### src/rtl/perceptron_pkg.sv
// Shared types and helpers for the perceptron trainer: FSM state encoding,
// counter-width helpers and a saturating adder used for weight/bias updates.
package perceptron_pkg;

  typedef enum logic [2:0] {
    StIdle,
    StTrainMac,
    StTrainUpd,
    StDone,
    StInferMac
  } state_e;

  // Width of a counter that must hold 0..n inclusive.
  function automatic int unsigned cnt_w(int unsigned n);
    return (n < 1) ? 1 : $clog2(n + 1);
  endfunction

  // Width of an index addressing n entries (0..n-1), never below one bit.
  function automatic int unsigned idx_w(int unsigned n);
    return (n > 1) ? $clog2(n) : 1;
  endfunction

  // a + b clipped to the signed range of a width-bit word.
  function automatic int sat_add(int a, int b, int unsigned width);
    longint s;
    longint hi;
    longint lo;
    s  = longint'(a) + longint'(b);
    hi = (64'sd1 <<< (width - 1)) - 64'sd1;
    lo = -(64'sd1 <<< (width - 1));
    if (s > hi) return int'(hi);
    if (s < lo) return int'(lo);
    return int'(s);
  endfunction

endpackage

### src/rtl/perceptron_mac.sv
// Sequential single-multiplier dot-product engine shared by training and inference.
// Step 0 seeds the accumulator with init; sum is the value the next edge will store.
module perceptron_mac
  import perceptron_pkg::*;
#(
  parameter int unsigned INP_DIM = 2,
  parameter int unsigned DATA_W  = 8,
  parameter int unsigned W_W     = 8,
  parameter int unsigned ACC_W   = 20,
  parameter int unsigned IDX_W   = idx_w(INP_DIM)
) (
  input  logic                    clk,
  input  logic                    rst_n,
  input  logic                    clear,
  input  logic                    step,
  input  logic signed [ACC_W-1:0] init,
  input  logic signed [DATA_W-1:0] a,
  input  logic signed [W_W-1:0]   b,
  output logic [IDX_W-1:0]        idx,
  output logic                    last,
  output logic signed [ACC_W-1:0] sum,
  output logic signed [ACC_W-1:0] acc
);

  logic signed [ACC_W-1:0] acc_q;
  logic signed [ACC_W-1:0] base;
  logic signed [ACC_W-1:0] prod;
  logic [IDX_W-1:0]        idx_q;

  assign last = (idx_q == IDX_W'(INP_DIM - 1));
  assign base = (idx_q == '0) ? init : acc_q;
  assign prod = ACC_W'(a) * ACC_W'(b);
  assign sum  = base + prod;
  assign acc  = acc_q;
  assign idx  = idx_q;

  always_ff @(posedge clk) begin
    if (!rst_n) begin
      acc_q <= '0;
      idx_q <= '0;
    end else if (clear) begin
      idx_q <= '0;
    end else if (step) begin
      acc_q <= sum;
      idx_q <= last ? '0 : idx_q + IDX_W'(1);
    end
  end

endmodule

### src/rtl/perceptron_trainer.sv
// Online perceptron trainer with a sample buffer, epoch loop and inference path.
// Define PERCEPTRON_BIAS_EN to add a trainable bias term.
module perceptron_trainer
  import perceptron_pkg::*;
#(
  parameter int unsigned INP_DIM    = 2,
  parameter int unsigned N_SAMPLES  = 4,
  parameter int unsigned DATA_W     = 8,
  parameter int unsigned W_W        = 8,
  parameter int unsigned ACC_W      = 20,
  parameter int unsigned MAX_EPOCHS = 15
) (
  input  logic                          clk,
  input  logic                          rst_n,
  input  logic                          load_valid,
  output logic                          load_ready,
  input  logic [INP_DIM*DATA_W-1:0]     load_x,
  input  logic                          load_y,
  input  logic                          start,
  output logic                          busy,
  output logic                          done,
  output logic                          converged,
  output logic [cnt_w(MAX_EPOCHS)-1:0]  epoch_cnt,
  output logic [INP_DIM*W_W-1:0]        w_out,
  input  logic                          infer_valid,
  output logic                          infer_ready,
  input  logic [INP_DIM*DATA_W-1:0]     infer_x,
  output logic                          pred_valid,
  output logic                          pred
);

  localparam int unsigned CntW  = cnt_w(N_SAMPLES);
  localparam int unsigned SIdxW = idx_w(N_SAMPLES);
  localparam int unsigned EIdxW = idx_w(INP_DIM);
  localparam int unsigned EpW   = cnt_w(MAX_EPOCHS);
  localparam logic [CntW-1:0]  NFull = CntW'(N_SAMPLES);
  localparam logic [SIdxW-1:0] SLast = SIdxW'(N_SAMPLES - 1);
  localparam logic [EpW-1:0]   EpMax = EpW'(MAX_EPOCHS);

  state_e                     state_q;
  logic [INP_DIM*DATA_W-1:0]  buf_x_q [N_SAMPLES];
  logic [N_SAMPLES-1:0]       buf_y_q;
  logic [INP_DIM*DATA_W-1:0]  infer_x_q;
  logic signed [W_W-1:0]      w_q   [INP_DIM];
  logic signed [W_W-1:0]      w_upd [INP_DIM];
  logic [CntW-1:0]            cnt_q;
  logic [CntW-1:0]            err_q;
  logic [CntW-1:0]            err_next;
  logic [SIdxW-1:0]           sidx_q;
  logic [EpW-1:0]             epoch_q;

  logic                       load_acc;
  logic [INP_DIM*DATA_W-1:0]  cur_x;
  logic [INP_DIM*DATA_W-1:0]  mac_x;
  logic                       cur_y;
  logic                       act;
  logic                       mis;
  logic signed [DATA_W-1:0]   xk;

  logic                       mac_clear;
  logic                       mac_step;
  logic signed [ACC_W-1:0]    mac_init;
  logic signed [DATA_W-1:0]   mac_a;
  logic signed [W_W-1:0]      mac_b;
  logic [EIdxW-1:0]           mac_idx;
  logic                       mac_last;
  logic signed [ACC_W-1:0]    mac_sum;
  logic signed [ACC_W-1:0]    mac_acc;

  assign load_acc  = load_valid && load_ready;
  assign cur_x     = buf_x_q[sidx_q];
  assign cur_y     = buf_y_q[sidx_q];
  assign mac_x     = (state_q == StInferMac) ? infer_x_q : cur_x;
  assign mac_a     = mac_x[mac_idx*DATA_W +: DATA_W];
  assign mac_b     = w_q[mac_idx];
  assign mac_step  = (state_q == StTrainMac) || (state_q == StInferMac);
  assign mac_clear = (state_q == StIdle) || (state_q == StDone);
  assign epoch_cnt = epoch_q;

  // Activation is strictly positive; zero predicts 0.
  assign act      = !mac_acc[ACC_W-1] && (mac_acc != '0);
  assign mis      = (cur_y != act);
  assign err_next = err_q + CntW'(mis);

  for (genvar k = 0; k < INP_DIM; k++) begin : g_wout
    assign w_out[k*W_W +: W_W] = w_q[k];
  end

`ifdef PERCEPTRON_BIAS_EN
  logic signed [W_W-1:0] bias_q;
  logic signed [W_W-1:0] bias_upd;
  assign mac_init = ACC_W'(bias_q);
  assign bias_upd = W_W'(sat_add(int'(bias_q), cur_y ? 1 : -1, W_W));
`else
  assign mac_init = '0;
`endif

  always_comb begin
    xk = '0;
    for (int k = 0; k < INP_DIM; k++) begin
      xk       = cur_x[k*DATA_W +: DATA_W];
      w_upd[k] = W_W'(sat_add(int'(w_q[k]), cur_y ? int'(xk) : -int'(xk), W_W));
    end
  end

  perceptron_mac #(
    .INP_DIM (INP_DIM),
    .DATA_W  (DATA_W),
    .W_W     (W_W),
    .ACC_W   (ACC_W),
    .IDX_W   (EIdxW)
  ) u_mac (
    .clk   (clk),
    .rst_n (rst_n),
    .clear (mac_clear),
    .step  (mac_step),
    .init  (mac_init),
    .a     (mac_a),
    .b     (mac_b),
    .idx   (mac_idx),
    .last  (mac_last),
    .sum   (mac_sum),
    .acc   (mac_acc)
  );

  // Sample storage carries no reset; only the count qualifies its contents.
  always_ff @(posedge clk) begin
    if (load_acc) begin
      buf_x_q[cnt_q[SIdxW-1:0]] <= load_x;
      buf_y_q[cnt_q[SIdxW-1:0]] <= load_y;
    end
  end

  always_ff @(posedge clk) begin
    if (!rst_n) begin
      state_q     <= StIdle;
      w_q         <= '{default: '0};
      cnt_q       <= '0;
      err_q       <= '0;
      sidx_q      <= '0;
      epoch_q     <= '0;
      infer_x_q   <= '0;
      busy        <= 1'b0;
      done        <= 1'b0;
      converged   <= 1'b0;
      pred_valid  <= 1'b0;
      pred        <= 1'b0;
      load_ready  <= 1'b1;
      infer_ready <= 1'b0;
`ifdef PERCEPTRON_BIAS_EN
      bias_q      <= '0;
`endif
    end else begin
      pred_valid <= 1'b0;
      unique case (state_q)
        StIdle, StDone: begin
          if (start && (cnt_q == NFull)) begin
            state_q     <= StTrainMac;
            busy        <= 1'b1;
            done        <= 1'b0;
            converged   <= 1'b0;
            epoch_q     <= '0;
            err_q       <= '0;
            sidx_q      <= '0;
            load_ready  <= 1'b0;
            infer_ready <= 1'b0;
          end else if (load_acc) begin
            cnt_q       <= cnt_q + CntW'(1);
            load_ready  <= (cnt_q + CntW'(1)) < NFull;
            state_q     <= StIdle;
            done        <= 1'b0;
            infer_ready <= 1'b0;
          end else if ((state_q == StDone) && infer_valid) begin
            state_q     <= StInferMac;
            infer_x_q   <= infer_x;
            infer_ready <= 1'b0;
            load_ready  <= 1'b0;
          end
        end
        StTrainMac: begin
          if (mac_last) state_q <= StTrainUpd;
        end
        StTrainUpd: begin
          if (mis) begin
            w_q <= w_upd;
`ifdef PERCEPTRON_BIAS_EN
            bias_q <= bias_upd;
`endif
          end
          if (sidx_q == SLast) begin
            epoch_q <= epoch_q + EpW'(1);
            if ((err_next == '0) || ((epoch_q + EpW'(1)) == EpMax)) begin
              state_q     <= StDone;
              busy        <= 1'b0;
              done        <= 1'b1;
              converged   <= (err_next == '0);
              infer_ready <= 1'b1;
              load_ready  <= cnt_q < NFull;
            end else begin
              err_q   <= '0;
              sidx_q  <= '0;
              state_q <= StTrainMac;
            end
          end else begin
            err_q   <= err_next;
            sidx_q  <= sidx_q + SIdxW'(1);
            state_q <= StTrainMac;
          end
        end
        StInferMac: begin
          if (mac_last) begin
            pred        <= !mac_sum[ACC_W-1] && (mac_sum != '0);
            pred_valid  <= 1'b1;
            state_q     <= StDone;
            infer_ready <= 1'b1;
            load_ready  <= cnt_q < NFull;
          end
        end
        default: state_q <= StIdle;
      endcase
    end
  end

endmodule

### config.mk
export PLATFORM = sky130hd
export DESIGN_NAME = perceptron_trainer
export DESIGN_NICKNAME = d
export VERILOG_FILES = /design/src/rtl/perceptron_pkg.sv /design/src/rtl/perceptron_mac.sv /design/src/rtl/perceptron_trainer.sv
export SDC_FILE = /design/constraint.sdc
export NUM_CORES = 1
export LEC_CHECK = 0
export BUFFER_PORTS_ARGS = -buffer_cell sky130_fd_sc_hd__buf_4
export CAP_MARGIN = 20
export CORE_AREA = 2 2 182 184
export DETAILED_ROUTE_END_ITERATION = 8
export DIE_AREA = 0 0 184 186
export PLACE_DENSITY = 0.7
export SLEW_MARGIN = 30
export SYNTH_ARGS = -nofsm -noshare
export SYNTH_HDL_FRONTEND = slang
export SYNTH_SLANG_ARGS = --single-unit
### constraint.sdc
create_clock -name clk -period 8.6 [get_ports clk]
set_input_delay 0.86 -clock clk [delete_from_list [all_inputs] [get_ports clk]]
set_output_delay 0.86 -clock clk [all_outputs]
set_load 0.01 [all_outputs]
[Word-level counts from Yosys, hierarchy flattened]
Memories as Yosys holds them, arrays and structs flattened. A register that Yosys moved wholly into a read port is not among the register bits.
Index checks and enable logic that the tools add are counted.
Word-level totals
  flip-flop bits (word level): 79
  RAM bits: 64
  bits of input ports: 38
  output and inout bits: 27
  word-level logic and storage cells: 168
  memories: 1
Memories
  buf_x_q: words 4, width 16, read ports 1, clocked after Yosys merged registers in 1, write ports 1, RTL line perceptron_trainer.sv:41  | logic [INP_DIM*DATA_W-1:0] buf_x_q [N_SAMPLES];
Cells by class
  add/sub/neg operators: 10
  multipliers: 1
  magnitude comparators: 10
  eq/ne operators: 16
  shift-type cells: 1
  multiplexer cells: 75
  bitwise logic cells: 5
  reduce and logical (&&, ||, !) cells: 31
Operators with widths (count)
  8-bit 2-to-1 mux: 9
  8-bit by 32-bit adder with 33-bit output: 2
  33-bit by 8-bit > comparator with 1-bit output, second input constant: 2
  33-bit by 8-bit less-than comparator with 1-bit output, second input constant: 2
  32-bit 2-to-1 mux: 2
  8-bit negator with 32-bit output: 2
  20-bit nonzero test: 2
  1-bit 2-to-1 mux: 31
  3-bit 2-to-1 mux: 9
  20-bit adder: 1
  20-bit 2-to-1 mux: 1
  8-bit by 8-bit multiplier with 16-bit output: 1
  16-bit 2-to-1 mux: 1
  16-bit by 5-bit variable part select with 8-bit output: 1
  7-bit 2-to-1 mux: 2
  2-bit 2-to-1 mux: 6
  3-bit one-hot mux with 4 select lines: 1
  3-bit AND reduction: 4
  4-bit AND reduction: 3
  4-bit 2-to-1 mux: 2
  4-bit one-hot mux with 2 select lines: 1
  2-bit AND reduction: 4
  3-bit by 2-bit equality test with 1-bit output, second input constant: 2
  3-bit equality test, second input constant: 2
  34 further kinds: 56

[Depth between registers and ports, before layout]
Gate-level depths: netlist (run 1).
  depth in word-level cells: 11
  gate-level depth with buffers: 34
  depth with buffers taken out: 32

[Cells and area by module]
A second synthesis (run 1) with hierarchy kept.
Unflattened totals
  cells, all modules: 1647
  area, all modules: 14815.5 µm²
Modules (own cells, without submodules)
  perceptron_trainer: times used 1, cells an instance 1164, area each 10221.1 µm², seq. area each 3163.0 µm²
  perceptron_mac: times used 1, cells an instance 483, area each 4594.4 µm², seq. area each 420.4 µm²

[Worst setup path after synthesis (run 1)]
OpenSTA, ideal clock, no wires.
  path kind: register -> register
  from: register with a tool-made name
  to: register u_mac.acc_q[19] (netlist: u_mac.acc[19])
  setup time: 0.074 ns
  data arrival time: 8.190 ns
  required time: 8.526 ns
  slack: 0.336 ns
  cell stages (with the launch flop): 31
  path buffers: 2
  period minus slack after synthesis: 8.264 ns
  cells stage by stage: dfxtp_1 > clkbuf_1 > buf_1 > mux4_2 > clkinv_1 > o21ai_0 > o21ai_1 > or2_2 > inv_1 > fa_1 > inv_1 > fa_1 > inv_1 > fa_1 > inv_1 > fa_1 > inv_1 > ha_1 > nand4_1 > a31oi_1 > a21oi_1 > a211o_1 > xnor2_1 > inv_1 > ha_1 > inv_1 > o31ai_1 > a41oi_1 > nor3b_1 > nand2_1 > a31oi_1
RTL lines
  to (signal assigned): RTL line perceptron_mac.sv:44  | acc_q <= sum;
  to (decl): RTL line perceptron_mac.sv:25  | logic signed [ACC_W-1:0] acc_q;

==> results of run 1 <==
==> cell usage after synthesis (all sizes together) (8+ instances only) <==
| library cell | instances |
|---|---|
| and3 | 20 |
| o211ai | 18 |
| o2111ai | 11 |
| nand3 | 35 |
| nand2b | 17 |
| a21o | 23 |
| nand2 | 202 |
| nor2b | 24 |
| a2111oi | 8 |
| nand4 | 17 |
| a21oi | 129 |
| o21ai | 101 |
| clkbuf | 61 |
| mux4 | 19 |
| and2 | 28 |
| a21boi | 8 |
| xor2 | 19 |
| fa | 58 |
| o31ai | 13 |
| nor3 | 46 |
| nor2 | 141 |
| nor4 | 18 |
| or3 | 14 |
| or2 | 18 |
| o21a | 21 |
| a31oi | 12 |
| mux2i | 18 |
| a211oi | 28 |
| edfxtp | 68 |
| a211o | 10 |
| xnor2 | 55 |
| ha | 123 |
| a221o | 8 |
| inv | 144 |
| dfxtp | 77 |
==> logic make-up (layout without fill, tap and decap cells) <==
logic type,Yosys count,count (layout)
compound gates,451,451
mux,40,40
fa+ha+maj,181,181
flops,145,145
simple gates,612,612
buf+inv,212,259
xor+xnor,75,75
==> power by group <==
group	leakage [nW]	internal [mW]	switching (mW)	total, mW
clock network	0.278	0.409	0.330	0.739
registers	1.24	0.742	0.00686	0.748
logic	5.16	0.139	0.252	0.391
total	6.68	1.29	0.589	1.88
==> cells in the final DEF (no fill, tap or decap), types with 13 or more instances in the layout <==
master and count:
sky130_fd_sc_hd__and2_1 27, sky130_fd_sc_hd__or3_1 13, sky130_fd_sc_hd__clkbuf_16 17, sky130_fd_sc_hd__o21a_1 21, sky130_fd_sc_hd__xor2_1 19, sky130_fd_sc_hd__o211ai_1 18
sky130_fd_sc_hd__or2_2 17, sky130_fd_sc_hd__nand3_1 34, sky130_fd_sc_hd__ha_1 123, sky130_fd_sc_hd__buf_4 81, sky130_fd_sc_hd__xnor2_1 55, sky130_fd_sc_hd__inv_1 143
sky130_fd_sc_hd__mux2i_1 18, sky130_fd_sc_hd__nand2b_1 17, sky130_fd_sc_hd__nand2_1 202, sky130_fd_sc_hd__nor2b_1 24, sky130_fd_sc_hd__edfxtp_1 68, sky130_fd_sc_hd__nor3_1 46
sky130_fd_sc_hd__a21oi_1 129, sky130_fd_sc_hd__nor2_1 140, sky130_fd_sc_hd__o21ai_0 91, sky130_fd_sc_hd__dfxtp_1 74, sky130_fd_sc_hd__and3_1 18, sky130_fd_sc_hd__nand4_1 17
sky130_fd_sc_hd__a211oi_1 28, sky130_fd_sc_hd__fa_1 58, sky130_fd_sc_hd__a21o_1 23, sky130_fd_sc_hd__mux4_2 19, sky130_fd_sc_hd__nor4_1 17
==> path summary, 6_finish.rpt <==
path,start,end,cells after the start,slack (ns)
setup / recovery,register,pred,28,0.66
hold / removal,infer_x_q[8],infer_x_q[8],2,0.46
setup reg to reg,register,pred,28,0.66
hold reg to reg,infer_x_q[8],infer_x_q[8],2,0.46
==> per-layer routing <==
| metal | up-vias | share of wire (%) | global-route usage, % |
|---|---|---|---|
| li1 | 6259 | - | - |
| met3 | 69 | 5.4 | 2.544 |
| met4 | 0 | 2.6 | 7.328 |
| met5 | - | 0 | 0 |
| met2 | 390 | 46 | 38.48 |
| met1 | 6201 | 46 | 32.29 |
==> area by class of cell <==
class | instances | area (um2) | share of cell area, %
inverters | 145 | 544.3 | 3.431
clock inverters | 14 | 151.4 | 0.9545
flip-flops and latches | 145 | 3587 | 22.62
well taps | 408 | 510.5 | 3.218
multi-input cells | 1359 | 10010 | 63.11
clock buffers | 18 | 429.2 | 2.706
repair buffers | 82 | 628.1 | 3.960
==> stage by stage <==
step	hold slack (ns)	cell area, um2	instances
floorplan	0.4333	14350	1716
global placement	0.4437	15240	2139
detailed placement	0.4492	15240	2139
CTS	0.4587	15820	2171
global route	0.4816	15860	2171
finish	0.4616	15860	2171
==> repair_timing <==
action                                  in CTS  in global routing
gates resized for setup                      0                  9
hold buffers                                 0                  0
endpoints found under the setup margin       0                  3
==> state kept, by name, indices dropped and copies added, names as in the netlist, 2 cells and up, named ones only <==
register,flops
infer_x_q,16
sidx_q,2
u_mac.acc,20
w_out,16
buf_x_q,64
cnt_q,3
buf_y_q,4
epoch_cnt,4
state_q,3
err_q,3
==> worst reg2reg max path, delay by kind of cell, from the launching register on <==
family	cells	cell delay [ns]
AO/OA/AOI/OAI	6	1.19
buffers and inverters	4	0.34
adder cells (fa/ha/maj)	6	2.81
AND/OR/NAND/NOR	8	1.68
multiplexers	2	1.17
flip-flops	1	0.43
XOR/XNOR	2	0.20
==> metrics.sh, run 1 <==
VDD_IR_DROP_MAX_mV=0.1234
SYNTH_COMPOUND_GATE_AREA_SHARE_PCT=20.88
DP_HPWL_UM=30450
CTS_NUM_SINKS=145
CTS.CLK_SLEW.WORST_PATHS_NS=0.07
TRITONCTS='yes'
PATH_DELAY_FAMILY='adder cells'
CELLPOWERDENSITY_nW_PER_UM2=118.4
CTS.PATH.MAX_BUFFERS=2
FINAL-MAX-SLEW-VIOLATION-COUNT=0
FLOORPLAN.DIE_AREA_UM2=34220
ROW_CNT=66
MIN_PATH_TYPE='reg -> reg'
FINAL_NET_COUNT=1969
COMBINATIONAL_FAMILY_WITH_THE_MOST_AREA_AFTER_SYNTHESIS='compound AO/OA/AOI/OAI gates'
WORST_SLEW_PIN_SLEW_NS=0.9307
SYNTH-XOR-AREA-SHARE_PCT=4.673
ROUTE.ANTENNA.REMAINING_NETS=0
SYNTH.MUX.AREA_FRACTION_PCT=4.473
YS_SEQ_ELEMENTS=145
SLOWEST_CP_CELL='sky130_fd_sc_hd__mux4_2'
TIMING.FINAL.HOLD_VIOLATIONS=0
MAPPEDNETLISTAREA_UM2=14350
SYNTH_TOP_CELL_BY_AREA='sky130_fd_sc_hd__edfxtp_1'
NUMBER_OF_ANTENNA_VIOLATIONS_AT_THE_FIRST_CHECK_IN_GLOBAL_ROUTING=0
SYN_INST=1716
SYN_AREA_PER_CELL_UM2=8.362
DIE_W_UM=184
ASYNCSETRESETFLOPFRACSYNTH_PCT=0
INSERTION_DELAY_NS=0.43
GRT_REMAINING_OVERFLOW=0
CRITICAL_PATH_BUF_INV_COUNT=4
TIMING.SETUP.CRITICAL_PATH_CLASS='reg -> reg'
CRITPATHMOSTFREQUENTCELL='sky130_fd_sc_hd__fa_1'
SKEW_NS=0.01411
HTREEDEPTH=4
PORT_BUFFERS=64
SETUP_VIOL_COUNT_FINAL=0
DIEHEIGHT_UM=186
GRT_FIRST_PASS_WIRELENGTH_UM=64180
PIN_COUNT_OF_THE_BIGGEST_NET_ENTERING_GLOBAL_ROUTING=59
DRT_ITER0_DRC=923
FINAL_CORE_UTIL_PCT=49.25
RELSLEWSLACK_PCT=37.48
FINALPOWER_mW=1.879
TIMING.FINAL.CRIT_SHARE_PCT=92.36
N_ANTENNA_CELL=0
RSZ_0062_RAISED_AFTER_GLOBAL_ROUTING='false'
NUMBER_OF_SYNTHESIZED_FLOPS_WITH_AN_ENABLE_PIN=68
I_O_PIN_CNT=65
SEQ_AREA_FRAC_SYNTH_PCT=24.97
MAX_FO_CRITICAL_PATH=12
ROUTED_WL_UM=39570
SYNTH_ADDER_AREA_SHARE_PCT=18.82
VIA_PER_INST=5.951
TRITONCTS.NUM_BUFFERS=17
POSTSYNTH.TOPFLOPCELL='sky130_fd_sc_hd__dfxtp_1'
TIMING.FMAX_GHz=0.1259
FIN_CRIT_NS=7.943
SLOWEST_DELAY_NS=0.58
GRT_PASS1_VIAS=12330
OUTCOME='completed'
GP_CONGESTION=0.9206
SETUP.WORST_PATH.END_CLASS='register'
START_KIND='register'
SETUP_TOTAL_NEG_SLACK_NS=0
DRIVE_ABOVE_1_SHARE_PCT=10.21
SYNTH_SIMPLE_GATE_AREA_SHARE_PCT=20.63
CTS.REPAIR_TIMING.SETUP_BUFFER_COUNT=0
CRITICAL_PATH_REQUIRED_NS=8.91
DP_WORST_SETUP_SLACK_NS=0.3659
COREAREA_UM2=32210
ROOT_BUFFER='sky130_fd_sc_hd__clkbuf_16'
FLOW.AREA_GROWTH_FROM_SYNTHESIS_PCT=10.53
REMAINING_DRC_ERRORS=0
WL_PER_CELL_UM=18.23
NUM-FILL-CELLS=3125
SYNTH_CELL_TYPES=85
TOTAL_LEAKAGE_POWER_nW=6.677
SYNTHDOMINANTCELLAREASHARE_PCT=14.23
FINALWORSTSETUPSLACK_NS=0.6574
FIRST_PASS_ITERS=7
GROUTE.USAGE.OVERALL_PCT=23.38
INITIAL_UTILIZATION_PCT=44.56
ROUTE.VIAS.TOTAL=12920
SYNTH.NET_COUNT=1935
CRIT_PATH_DAT_NS=8.25
MAX_CAP_VIOL_COUNT=0
SYNTH-WARNING-COUNT=0
SYNTH_TOP_CELLS_BY_AREA='sky130_fd_sc_hd__edfxtp_1, sky130_fd_sc_hd__dfxtp_1, sky130_fd_sc_hd__ha_1'
Power figures use the tool's default switching activity.
==> run 2, diff against run 1 <==
--- a/config.mk
+++ b/config.mk
@@ -8,6 +8,7 @@
 export BUFFER_PORTS_ARGS = -buffer_cell sky130_fd_sc_hd__buf_4
 export CAP_MARGIN = 20
 export CORE_AREA = 2 2 182 184
+export CTS_BUF_LIST = sky130_fd_sc_hd__clkbuf_8
 export DETAILED_ROUTE_END_ITERATION = 8
 export DIE_AREA = 0 0 184 186
 export PLACE_DENSITY = 0.7
==> constraint.sdc (replaced) <==
create_clock -name clk -period 8.6 [get_ports clk]
set_input_delay 0.86 -clock clk [delete_from_list [all_inputs] [get_ports clk]]
set_output_delay 0.86 -clock clk [all_outputs]
set_load 0.1 [all_outputs]
==> metrics.sh, run 2 (synthesis gave the netlist of run 1 again) <==
SKEW_NS=0.01876  # was 0.01411 ns
COREAREA_UM2=32210  # unchanged
FINAL_CORE_UTIL_PCT=48.64  # was 49.25%
FINAL_CELL_MIX='sky130_fd_sc_hd__nand2_1, sky130_fd_sc_hd__inv_1, sky130_fd_sc_hd__nor2_1, sky130_fd_sc_hd__a21oi_1, sky130_fd_sc_hd__ha_1'  # unchanged
GROUTE.USAGE.OVERALL_PCT=23.10  # was 23.38%
RSZ_0062_RAISED_AFTER_GLOBAL_ROUTING='false'  # unchanged
DP.CELLS=2139  # unchanged
TRITONCTS.NUM_BUFFERS=17  # unchanged
BUSIEST_GRT_LAYER='met2'  # unchanged
MAX_FO_CRITICAL_PATH=12  # unchanged
FINAL-MAX-SLEW-VIOLATION-COUNT=0  # unchanged
SLOWEST_DELAY_NS=0.58  # about the same
INITIAL_UTILIZATION_PCT=44.56  # unchanged
CTS.PATH.MAX_BUFFERS=2  # unchanged
NUM-FILL-CELLS=3150  # was 3125
SLOWEST_CP_CELL='sky130_fd_sc_hd__mux4_2'  # unchanged
DP_WORST_SETUP_SLACK_NS=0.3659  # unchanged
FINALWORSTSETUPSLACK_NS=0.5784  # was 0.6574 ns
HTREEDEPTH=4  # unchanged
ROOT_BUFFER='sky130_fd_sc_hd__clkbuf_8'  # was sky130_fd_sc_hd__clkbuf_16
FLOW.AREA_GROWTH_FROM_SYNTHESIS_PCT=9.155  # was 10.53%
N_ANTENNA_CELL=0  # unchanged
DRIVE_ABOVE_1_SHARE_PCT=10.15  # was 10.21%
NUMBER_OF_ANTENNA_VIOLATIONS_AT_THE_FIRST_CHECK_IN_GLOBAL_ROUTING=0  # unchanged
INSERTION_DELAY_NS=0.46  # was 0.43 ns
FINAL_NET_COUNT=1969  # unchanged
CRIT_PATH_DAT_NS=8.37  # was 8.25 ns
FIN_CRIT_NS=8.022  # was 7.943 ns
GRT_FIRST_PASS_WIRELENGTH_UM=63580  # was 64180 um
FINAL.HOLD.WORST_SLACK_NS=0.4665  # was 0.4616 ns
CTS_NUM_SINKS=145  # unchanged
CELL_AREA_AFTER_PLACEMENT_UM2=15240  # unchanged
LAYOUT.CELLS.NON_FILLER=2171  # unchanged
PORT_BUFFERS=64  # unchanged
REMAINING_DRC_ERRORS=0  # unchanged
DP_HPWL_UM=30450  # unchanged
VIA_PER_INST=5.961  # was 5.951
DIEHEIGHT_UM=186  # unchanged
DRT_ITER0_DRC=950  # was 923
FLOORPLAN.DIE_AREA_UM2=34220  # unchanged
SETUP.WORST_PATH.END_CLASS='register'  # unchanged
I_O_PIN_CNT=65  # unchanged
CTS.CLK_SLEW.WORST_PATHS_NS=0.09  # was 0.07 ns
FIRST_PASS_ITERS=5  # was 7
WORST_SLEW_PIN_SLEW_NS=0.9247  # was 0.9307 ns
ROW_CNT=66  # unchanged
LAYOUT.CELLS.MOST_COMMON='sky130_fd_sc_hd__nand2_1'  # unchanged
CELLPOWERDENSITY_nW_PER_UM2=107.6  # was 118.4 nW/um2
WL_PER_CELL_UM=18.10  # was 18.23 um
START_KIND='register'  # unchanged
GROUTE.LAYER.MET1.USAGE_PCT=32.07  # was 32.29%
TIMING.FINAL.CRIT_SHARE_PCT=93.27  # was 92.36%
GRT_PASS1_VIAS=12280  # was 12.33k
TRITONCTS='yes'  # unchanged
MAX_CAP_VIOL_COUNT=0  # unchanged
TIMING.SETUP.CRITICAL_PATH_CLASS='reg -> reg'  # unchanged
ROUTE.ANTENNA.REMAINING_NETS=0  # unchanged
FINALPOWER_mW=1.686  # was 1.879 mW
DIE_W_UM=184  # unchanged
ROUTED_WL_UM=39300  # was 39570 um
TIMING.FMAX_GHz=0.1247  # was 0.1259 GHz
CRITPATHMOSTFREQUENTCELL='sky130_fd_sc_hd__fa_1'  # unchanged
MIN_PATH_TYPE='reg -> reg'  # unchanged
GRT_USE_MET2_PCT=37.98  # was 38.48%
OUTCOME='completed'  # unchanged
TIMING.FINAL.HOLD_VIOLATIONS=0  # unchanged
PIN_COUNT_OF_THE_BIGGEST_NET_ENTERING_GLOBAL_ROUTING=59  # unchanged
RELSLEWSLACK_PCT=37.91  # was 37.48%
SETUP_TOTAL_NEG_SLACK_NS=0  # unchanged
TOTAL_LEAKAGE_POWER_nW=6.594  # was 6.677 nW
FIN_AREA_UM2=15660  # was 15860 um2
GRT_REMAINING_OVERFLOW=0  # unchanged
VDD_IR_DROP_MAX_mV=0.09991  # was 0.1234 mV
ROUTE.VIAS.TOTAL=12940  # was 12.92k
SETUP_VIOL_COUNT_FINAL=0  # unchanged
CRITICAL_PATH_REQUIRED_NS=8.95  # was 8.91 ns
GLOBAL_ROUTE.USAGE.MET3_PCT=2.367  # was 2.544%
LARGEST_REGISTER_FF_COUNT=64  # unchanged
GP_CONGESTION=0.9206  # unchanged
[run 2: cell count changes in the layout (fill, tap and decap cells not counted)]
cell	before	now
sky130_fd_sc_hd__a31oi_2	1	0
sky130_fd_sc_hd__clkbuf_1	1	0
sky130_fd_sc_hd__clkbuf_8	0	17
sky130_fd_sc_hd__clkbuf_16	17	0
sky130_fd_sc_hd__a31oi_1	11	12
sky130_fd_sc_hd__inv_1	143	144
[run 2: final timing paths]
kind / startpoint / endpoint / slack [ns] / cells after the start
hold / removal: infer_x_q[8] / infer_x_q[8] / 0.47 / 2
hold reg to reg: infer_x_q[8] / infer_x_q[8] / 0.47 / 2
setup reg to reg: register / pred / 0.58 / 28
setup / recovery: register / pred / 0.58 / 28
[run 2: timing repair]
| item | in CTS | in global routing |
|---|---|---|
| setup buffers | 0 | 0 |
| hold buffers | 0 | 0 |
| endpoints found under the hold margin | 0 | 0 |
| resized for setup | 0 | 8 |
| setup endpoints to repair | 0 | 3 |
[run 2: critical path, delay by kind of cell, from the launching register on]
kind / cells / cell delay (ns)
adder cells (fa/ha/maj): 6 / 2.81
multiplexers: 2 / 1.16
XOR/XNOR: 2 / 0.21
AO/OA/AOI/OAI: 6 / 1.26
buffers and inverters: 4 / 0.34
flip-flops: 1 / 0.44
AND/OR/NAND/NOR: 8 / 1.67
[run 2: area by class of cell]
cell class	instances	area (um2)	area share, %
sequential	145	3587	22.90
clock inverter	15	155.1	0.9905
multi-input combinational	1359	10000	63.87
tap	408	510.5	3.259
clock buffer	17	234.0	1.494
timing repair buffer	82	628.1	4.010
inverter	145	544.3	3.475
[run 2: layer usage]
metal	up-vias	part of all wire [%]	wire [um]
met2	393	46	18130
met4	0	2.4	954
met5	-	0	0
met1	6214	46	18100
met3	66	5.4	2113
li1	6268	-	-
[run 2: where the power goes]
part	internal [mW]	switching [mW]	leakage [nW]	total, mW
Sequential	0.741	0.00665	1.24	0.747
Clock	0.238	0.306	0.195	0.544
Combinational	0.139	0.255	5.16	0.394
Total	1.12	0.568	6.59	1.69
